==> src/rtl/multicycle_ctrl_if.sv <==
// Memory handshake bundle shared by the control unit and the unified
// instruction/data memory.
//   mem_req : request a memory access (held until mem_ack)
//   mem_we  : 1 = write, 0 = read, qualifies mem_req
//   iord    : 0 = address from PC, 1 = address from ALU_out register
//   mem_ack : memory completed the current request this cycle
interface multicycle_ctrl_if;
  logic mem_req;
  logic mem_we;
  logic iord;
  logic mem_ack;

  modport master (output mem_req, output mem_we, output iord, input mem_ack);
  modport slave  (input mem_req, input mem_we, input iord, output mem_ack);
endinterface

==> src/rtl/multicycle_ctrl.sv <==
// Multi-cycle main control unit. Sequences each instruction through
// FETCH/DECODE/EXEC/MEM/WB over a shared memory with a req/ack handshake,
// drives datapath enables and mux selects, and traps on illegal opcodes or
// memory timeouts.
//
// Ports:
//   CLK, rst_n          clock, synchronous active-low reset
//   op_code, funct      instruction fields from the IR
//   take_branch         branch condition, used in BRANCH
//   mem (master)        mem_req / mem_we / iord out, mem_ack in
//   ir_we, pc_we, pc_src, reg_we, reg_dst, mem_to_reg, pc_to_reg,
//   alu_src_a, alu_src_b, alu_op   datapath controls
//   state               current state (debug)
//   instr_done          pulse on the last cycle of each retired instruction
//   trap, trap_cause    sticky trap flag and reason
//   cycle_cnt, instr_cnt  performance counters
//
// Optional feature: define MULTICYCLE_PERF_CNT_EN to build the performance
// counters; otherwise cycle_cnt/instr_cnt are tied to zero.
module multicycle_ctrl #(
  parameter int OP_W     = 6,
  parameter int ALUOP_W  = 4,
  parameter int WAIT_MAX = 15,
  parameter int CNT_W    = 32
) (
  input  logic                CLK,
  input  logic                rst_n,
  input  logic [OP_W-1:0]     op_code,
  input  logic [OP_W-1:0]     funct,
  input  logic                take_branch,
  multicycle_ctrl_if.master   mem,
  output logic                ir_we,
  output logic                pc_we,
  output logic [1:0]          pc_src,
  output logic                reg_we,
  output logic [1:0]          reg_dst,
  output logic                mem_to_reg,
  output logic                pc_to_reg,
  output logic                alu_src_a,
  output logic [1:0]          alu_src_b,
  output logic [ALUOP_W-1:0]  alu_op,
  output logic [3:0]          state,
  output logic                instr_done,
  output logic                trap,
  output logic [1:0]          trap_cause,
  output logic [CNT_W-1:0]    cycle_cnt,
  output logic [CNT_W-1:0]    instr_cnt
);

  typedef enum logic [3:0] {
    S_FETCH = 4'd0, S_DECODE = 4'd1, S_EXEC_R = 4'd2, S_EXEC_I = 4'd3,
    S_MEM_ADDR = 4'd4, S_MEM_RD = 4'd5, S_MEM_WR = 4'd6, S_WB_MEM = 4'd7,
    S_WB_ALU = 4'd8, S_BRANCH = 4'd9, S_JUMP = 4'd10, S_TRAP = 4'd11
  } state_t;

  typedef struct packed {
    logic               mem_req;
    logic               mem_we;
    logic               iord;
    logic               pc_we;
    logic [1:0]         pc_src;
    logic               reg_we;
    logic [1:0]         reg_dst;
    logic               mem_to_reg;
    logic               pc_to_reg;
    logic               alu_src_a;
    logic [1:0]         alu_src_b;
    logic [ALUOP_W-1:0] alu_op;
    logic               done;
  } ctl_t;

  localparam logic [OP_W-1:0] OP_RTYPE = OP_W'(6'b000000);
  localparam logic [OP_W-1:0] OP_LW    = OP_W'(6'b100011);
  localparam logic [OP_W-1:0] OP_SW    = OP_W'(6'b101011);
  localparam logic [OP_W-1:0] OP_ADDI  = OP_W'(6'b001000);
  localparam logic [OP_W-1:0] OP_BEQ   = OP_W'(6'b000100);
  localparam logic [OP_W-1:0] OP_J     = OP_W'(6'b000010);
  localparam logic [OP_W-1:0] OP_JAL   = OP_W'(6'b000011);
  localparam logic [OP_W-1:0] FN_JR    = OP_W'(6'b001000);

  // Counter only has to reach WAIT_MAX-1: the WAIT_MAX-th unacked cycle traps.
  localparam int             WC_W  = (WAIT_MAX > 1) ? $clog2(WAIT_MAX) : 1;
  localparam bit             TO_EN = (WAIT_MAX > 0);
  localparam logic [WC_W-1:0] WLIM = TO_EN ? WC_W'(WAIT_MAX - 1) : '0;

  // jump kind latched in DECODE: 0 = j, 1 = jal, 2 = jr
  state_t          st, nxt;
  ctl_t            ctl;
  logic            rflag, nxt_rf, is_sw, nxt_sw;
  logic [1:0]      jk, nxt_jk, cause_q, nxt_cause;
  logic [WC_W-1:0] wait_cnt;
  logic            trap_q, to_hit;

  // Moore decode; evaluated on the next state so the outputs come from flops.
  function automatic ctl_t decode(state_t s, logic rf, logic [1:0] k);
    ctl_t c;
    c = '0;
    case (s)
      S_FETCH:    begin c.mem_req = 1'b1; c.alu_src_b = 2'd1; end
      S_DECODE:   c.alu_src_b = 2'd3;
      S_EXEC_R:   begin c.alu_src_a = 1'b1; c.alu_op = ALUOP_W'(2); end
      S_EXEC_I,
      S_MEM_ADDR: begin c.alu_src_a = 1'b1; c.alu_src_b = 2'd2; end
      S_MEM_RD:   begin c.mem_req = 1'b1; c.iord = 1'b1; end
      S_MEM_WR:   begin c.mem_req = 1'b1; c.iord = 1'b1; c.mem_we = 1'b1; end
      S_WB_MEM:   begin c.reg_we = 1'b1; c.mem_to_reg = 1'b1; c.done = 1'b1; end
      S_WB_ALU:   begin c.reg_we = 1'b1; c.reg_dst = {1'b0, rf}; c.done = 1'b1; end
      S_BRANCH:   begin
        c.alu_src_a = 1'b1; c.alu_op = ALUOP_W'(1); c.pc_src = 2'd1; c.done = 1'b1;
      end
      S_JUMP:     begin
        c.pc_we = 1'b1; c.done = 1'b1;
        c.pc_src = (k == 2'd2) ? 2'd3 : 2'd2;
        if (k == 2'd1) begin c.reg_we = 1'b1; c.reg_dst = 2'd2; c.pc_to_reg = 1'b1; end
      end
      default: ;
    endcase
    return c;
  endfunction

  assign to_hit = TO_EN && !mem.mem_ack && (wait_cnt == WLIM);

  always_comb begin
    nxt       = st;
    nxt_rf    = rflag;
    nxt_sw    = is_sw;
    nxt_jk    = jk;
    nxt_cause = 2'd0;
    case (st)
      S_FETCH:
        if (mem.mem_ack) nxt = S_DECODE;
        else if (to_hit) begin nxt = S_TRAP; nxt_cause = 2'd2; end
      S_DECODE:
        case (op_code)
          OP_RTYPE:
            if (funct == FN_JR) begin nxt = S_JUMP; nxt_jk = 2'd2; end
            else begin nxt = S_EXEC_R; nxt_rf = 1'b1; end
          OP_LW:   begin nxt = S_MEM_ADDR; nxt_sw = 1'b0; end
          OP_SW:   begin nxt = S_MEM_ADDR; nxt_sw = 1'b1; end
          OP_ADDI: begin nxt = S_EXEC_I; nxt_rf = 1'b0; end
          OP_BEQ:  nxt = S_BRANCH;
          OP_J:    begin nxt = S_JUMP; nxt_jk = 2'd0; end
          OP_JAL:  begin nxt = S_JUMP; nxt_jk = 2'd1; end
          default: begin nxt = S_TRAP; nxt_cause = 2'd1; end
        endcase
      S_EXEC_R, S_EXEC_I: nxt = S_WB_ALU;
      S_MEM_ADDR: nxt = is_sw ? S_MEM_WR : S_MEM_RD;
      S_MEM_RD:
        if (mem.mem_ack) nxt = S_WB_MEM;
        else if (to_hit) begin nxt = S_TRAP; nxt_cause = 2'd3; end
      S_MEM_WR:
        if (mem.mem_ack) nxt = S_FETCH;
        else if (to_hit) begin nxt = S_TRAP; nxt_cause = 2'd3; end
      S_TRAP:  nxt = S_TRAP;
      default: nxt = S_FETCH;
    endcase
  end

  always_ff @(posedge CLK) begin
    if (!rst_n) begin
      st       <= S_FETCH;
      ctl      <= decode(S_FETCH, 1'b0, 2'd0);
      rflag    <= 1'b0;
      is_sw    <= 1'b0;
      jk       <= 2'd0;
      wait_cnt <= '0;
      trap_q   <= 1'b0;
      cause_q  <= 2'd0;
    end else begin
      st    <= nxt;
      ctl   <= decode(nxt, nxt_rf, nxt_jk);
      rflag <= nxt_rf;
      is_sw <= nxt_sw;
      jk    <= nxt_jk;
      // counts consecutive unacked cycles of one request; any move restarts it
      if (ctl.mem_req && !mem.mem_ack && nxt == st) wait_cnt <= wait_cnt + 1'b1;
      else                                          wait_cnt <= '0;
      if (nxt == S_TRAP && st != S_TRAP) begin
        trap_q  <= 1'b1;
        cause_q <= nxt_cause;
      end
    end
  end

  logic fetch_ack;
  assign fetch_ack   = (st == S_FETCH) && mem.mem_ack;

  assign mem.mem_req = ctl.mem_req;
  assign mem.mem_we  = ctl.mem_we;
  assign mem.iord    = ctl.iord;
  assign ir_we       = fetch_ack;
  assign pc_we       = ctl.pc_we | fetch_ack | ((st == S_BRANCH) && take_branch);
  assign pc_src      = ctl.pc_src;
  assign reg_we      = ctl.reg_we;
  assign reg_dst     = ctl.reg_dst;
  assign mem_to_reg  = ctl.mem_to_reg;
  assign pc_to_reg   = ctl.pc_to_reg;
  assign alu_src_a   = ctl.alu_src_a;
  assign alu_src_b   = ctl.alu_src_b;
  assign alu_op      = ctl.alu_op;
  assign state       = st;
  assign instr_done  = ctl.done | ((st == S_MEM_WR) && mem.mem_ack);
  assign trap        = trap_q;
  assign trap_cause  = cause_q;

`ifdef MULTICYCLE_PERF_CNT_EN
  logic [CNT_W-1:0] cyc_q, ins_q;
  always_ff @(posedge CLK) begin
    if (!rst_n) begin
      cyc_q <= '0;
      ins_q <= '0;
    end else begin
      cyc_q <= cyc_q + 1'b1;
      if (instr_done) ins_q <= ins_q + 1'b1;
    end
  end
  assign cycle_cnt = cyc_q;
  assign instr_cnt = ins_q;
`else
  assign cycle_cnt = '0;
  assign instr_cnt = '0;
`endif

endmodule

==> src/flat_wrapper.sv <==
// flat-port wrapper written by rule: the top's interface ports become plain ports
module multicycle_ctrl_flat 
#(
  parameter int OP_W     = 6,
  parameter int ALUOP_W  = 4,
  parameter int WAIT_MAX = 15,
  parameter int CNT_W    = 32
)
  (CLK, rst_n, op_code, funct, take_branch, ir_we, pc_we, pc_src, reg_we, reg_dst, mem_to_reg, pc_to_reg, alu_src_a, alu_src_b, alu_op, state, instr_done, trap, trap_cause, cycle_cnt, instr_cnt, mem_mem_req, mem_mem_we, mem_iord, mem_mem_ack);
  multicycle_ctrl_if mem_i ();
  input  logic CLK;
  input  logic rst_n;
  input  logic [OP_W-1:0] op_code;
  input  logic [OP_W-1:0] funct;
  input  logic take_branch;
  output logic ir_we;
  output logic pc_we;
  output logic [1:0] pc_src;
  output logic reg_we;
  output logic [1:0] reg_dst;
  output logic mem_to_reg;
  output logic pc_to_reg;
  output logic alu_src_a;
  output logic [1:0] alu_src_b;
  output logic [ALUOP_W-1:0] alu_op;
  output logic [3:0] state;
  output logic instr_done;
  output logic trap;
  output logic [1:0] trap_cause;
  output logic [CNT_W-1:0] cycle_cnt;
  output logic [CNT_W-1:0] instr_cnt;
  output wire logic [$bits(mem_i.mem_req)-1:0] mem_mem_req;
  output wire logic [$bits(mem_i.mem_we)-1:0] mem_mem_we;
  output wire logic [$bits(mem_i.iord)-1:0] mem_iord;
  input wire logic [$bits(mem_i.mem_ack)-1:0] mem_mem_ack;
  assign mem_mem_req = mem_i.mem_req;
  assign mem_mem_we = mem_i.mem_we;
  assign mem_iord = mem_i.iord;
  assign mem_i.mem_ack = mem_mem_ack;
  multicycle_ctrl #(.OP_W(OP_W), .ALUOP_W(ALUOP_W), .WAIT_MAX(WAIT_MAX), .CNT_W(CNT_W)) u_core (.CLK(CLK), .rst_n(rst_n), .op_code(op_code), .funct(funct), .take_branch(take_branch), .mem(mem_i), .ir_we(ir_we), .pc_we(pc_we), .pc_src(pc_src), .reg_we(reg_we), .reg_dst(reg_dst), .mem_to_reg(mem_to_reg), .pc_to_reg(pc_to_reg), .alu_src_a(alu_src_a), .alu_src_b(alu_src_b), .alu_op(alu_op), .state(state), .instr_done(instr_done), .trap(trap), .trap_cause(trap_cause), .cycle_cnt(cycle_cnt), .instr_cnt(instr_cnt));
endmodule
==> config.mk <==
export PLATFORM = sky130hd
export DESIGN_NAME = multicycle_ctrl_flat
export DESIGN_NICKNAME = d
export VERILOG_FILES = /design/src/rtl/multicycle_ctrl_if.sv /design/src/rtl/multicycle_ctrl.sv /design/src/flat_wrapper.sv
export SDC_FILE = /design/constraint.sdc
export NUM_CORES = 1
export LEC_CHECK = 0
export ABC_AREA = 0
export CAP_MARGIN = 20
export CELL_PAD_IN_SITES_DETAIL_PLACEMENT = 0
export CELL_PAD_IN_SITES_GLOBAL_PLACEMENT = 1
export CORE_UTILIZATION = 26
export DETAILED_ROUTE_END_ITERATION = 8
export GPL_TIMING_DRIVEN = 0
export PLACE_DENSITY = 0.77
export SLEW_MARGIN = 20
export SYNTH_ARGS = -nofsm -noshare
export SYNTH_HDL_FRONTEND = slang
export SYNTH_SLANG_ARGS = --single-unit
==> constraint.sdc <==
create_clock -name CLK -period 2.32 [get_ports CLK]
set_input_delay 0.464 -clock CLK [delete_from_list [all_inputs] [get_ports CLK]]
set_output_delay 0.464 -clock CLK [all_outputs]
set_load 0.02 [all_outputs]
==> impl_metrics.csv <==
group,metric,value,unit
worst_setup_path,r2r-start,"u_core.wait_cnt[0]",
die,die_area,8850,sq um
power,seqPwrFrac,0.332,
placed_design,place_ws,-0.601,ns
worst_setup_path,critPathLaunchType,"primary input",
layout,drive_gt1_frac,0.339,
worst_setup_path,crit_path_end_kind,"flop",
power,clockPowerShare,0.280,
power,p_leak,1.54,nW
placed_design,postPlaceCellArea,2980,sq um
die,die_h,94.1,um
timing,finalCritPeriodShare,0.977,
logic_synthesis,synth.most_common_cell,"buf_4",
timing,report.final.hold_viol_count,0,
worst_setup_path,path_class,"in2reg",
timing,slew_headroom,0.606,
drt,vias,1919,
timing,setup_violations,0,
logic_synthesis,yosys-top-cells-area,"dfxtp_1 28%, buf_4 26%, nor2_1 3.4%, a21oi_1 2.3%, nor3_1 2.3%",
grt,grt.total_usage,0.116,
grt,grt_antenna_before_repair,0,
drt,drc_errors,0,
logic_synthesis,yosysSeqAreaShare,0.281,
placed_design,io_buffer_count,39,
logic_synthesis,yosysTopAreaCell,"dfxtp_1",
worst_setup_path,cp.required,2.52,ns
die,initial_core_util,0.268,
logic_synthesis,synth_top_cell_area_share,0.281,
logic_synthesis,postSynthAreaPerCell,8.23,sq um
timing,fmax,441,MHz
clocking,cts_num_sinks,31,
logic_synthesis,synth_cells,268,
layout,antennaDiodeCount,0,
logic_synthesis,yosys.cell_types.count,58,
drt,finalWirelength,5.11,mm
power,worst_ir_drop_vdd,262,uV
timing,clock_skew,0.00819,ns
grt,grt_pass1_wl,8.01,mm
placed_design,gp_congestion,0.844,
clocking,h-tree-depth,2,
logic_synthesis,ys_seq_elements,31,
run,cap_violations,0,
die,chipWidth,94.1,um
clocking,cts_tree,"done",
clocking,clk_path_buf_depth,2,
clocking,hold_buffers,0,
layout,multiInputGateArea,1380,sq um
timing,worst_pin_slew,0.586,ns
layout,num-nets-final,398,
worst_setup_path,cp_max_fo,10,
worst_setup_path,cp_data_arrival_time,2.47,ns
power,pwr-share-comb,0.388,
layout,areaGrowthSynthToFinish,48.2,%
clocking,cts-root-buf,"clkbuf_8",
power,swShare,0.333,
clocking,cts.clk_slew.worst_paths,0.06,ns
power,powerDensity,551,nW/um^2
drt,first_iter_violations,69,
logic_synthesis,synth_common_cells,"75 x buf_4, 31 x dfxtp_1, 20 x nor2_1, 11 x nand2_1",
grt,grt_pass1_vias,1648,
power,p_int,1.20,mW
timing,fin_crit,2.27,ns
logic_synthesis,synthesis.area,2200,sq um
layout,register_area,623,sq um
timing,worst_slack,0.0531,ns
drt,drt-pass1-iter-count,4,
logic_synthesis,async_flop_share,0,
placed_design,hpwl,3.95,mm
min_path,hp-start,"op_code[3]",
logic_synthesis,synth_edf_count,0,
logic_synthesis,synthFlopType,"dfxtp_1",
grt,grt_max_degree,11,
die,coreArea,8220,sq um
min_path,min_path_type,"in2reg",
die,num_io_pins,107,
outcome,status,"finished, final reports clean",
timing,slew_violations,0,
drt,via_per_inst,3.96,
clocking,cts_buffers,5,
logic_synthesis,synth_warnings,0,
clocking,clk-insertion-delay-late,0.28,ns
power,power.switching,0.599,mW
drt,final_antenna_net_count,0,
layout,fillers,839,
worst_setup_path,critPathLaunch,"op_code[1]",
grt,overflow,0,
layout,final_area,3270,sq um
drt,wire_per_inst,10.5,um
die,fp-row-count,33,
stage by stage:
stage	cells	power [mW]	setup TNS [ns]	hold WS, ns	utilization
floorplan	333	1.07	0	0.456	-
global placement	477	1.24	-10.15	0.470	0.362
detailed placement	477	1.24	-10.25	0.487	0.362
CTS	484	1.77	-0.0369	0.446	0.384
global route	485	1.89	-0.00198	0.487	0.398
finish	485	1.80	0	0.479	0.398
power groups by stage:
stage,clock [mW],combinational (mW),sequential (mW)
4_1_cts,0.516,0.656,0.595
2_1_floorplan,0,0.450,0.624
6_report,0.505,0.699,0.597
3_3_place_gp,0,0.637,0.607
3_5_place_dp,0,0.637,0.606
5_1_grt,0.536,0.755,0.602
placed cells by master, fill, tap and decap left out, types with 4 or more instances in the layout:
master           count
dfxtp_1             29
nand2_1             11
nor3_2               4
clkdlybuf4s50_1     31
clkbuf_2             4
nor3_1               6
or2_2                5
buf_4               76
dlygate4sd2_1        5
and2_1               4
inv_1                9
clkbuf_8             5
a21oi_1              8
nand3_1              8
nor2_1              20
conb_1              66
mux2i_1              4
per-layer routing:
| metal | global-route usage | share of wire | vias up |
|---|---|---|---|
| met5 | 0 | 0 | - |
| met4 | 0.0359 | 0.019 | 0 |
| met3 | 0.0251 | 0.044 | 9 |
| met2 | 0.183 | 0.48 | 66 |
| met1 | 0.155 | 0.46 | 837 |
| li1 | - | - | 1007 |
worst paths after layout:
kind / end / slack [ns] / depth (start not counted)
min reg2reg: u_core.jk[0] / 0.50 / 2
max: u_core.mem.mem_req / 0.05 / 7
max reg2reg: u_core.mem.mem_req / 0.14 / 8
min: u_core.rflag / 0.48 / 2
worst max-delay path: stages:
cell and delay, ns:
dlygate4sd2_1 0.29, or4_4 0.54, a31o_4 0.30, a211o_1 0.27
buf_6 0.14, mux2_4 0.31, o221ai_2 0.15
area by class of cell:
type / instances / area share
inverters: 9 / 0.0103
flip-flops and latches: 31 / 0.191
well taps: 105 / 0.0402
clock buffers: 6 / 0.0222
clock inverters: 1 / 0.00919
multi-input cells: 210 / 0.422
plain buffers: 83 / 0.190
repair buffers: 40 / 0.115
cell families (layout without fill, tap and decap cells):
kind of cell | after synthesis | after routing | share of synthesized area
buf+inv | 92 | 139 | 0.288
xor+xnor | 6 | 6 | 0.0238
compound gates | 40 | 40 | 0.136
flops | 31 | 31 | 0.282
mux | 6 | 6 | 0.0301
fa+ha+maj | 2 | 2 | 0.0113
simple gates | 90 | 90 | 0.227
other cells | 1 | 66 | 0.00170
repair_timing:
item                                    4_1_cts  5_1_grt
buffers inserted                              0        1
endpoints found under the setup margin       23       16
pin swaps                                     4        4
gates resized for setup                      31       26
(Power assumes the default switching activity.)
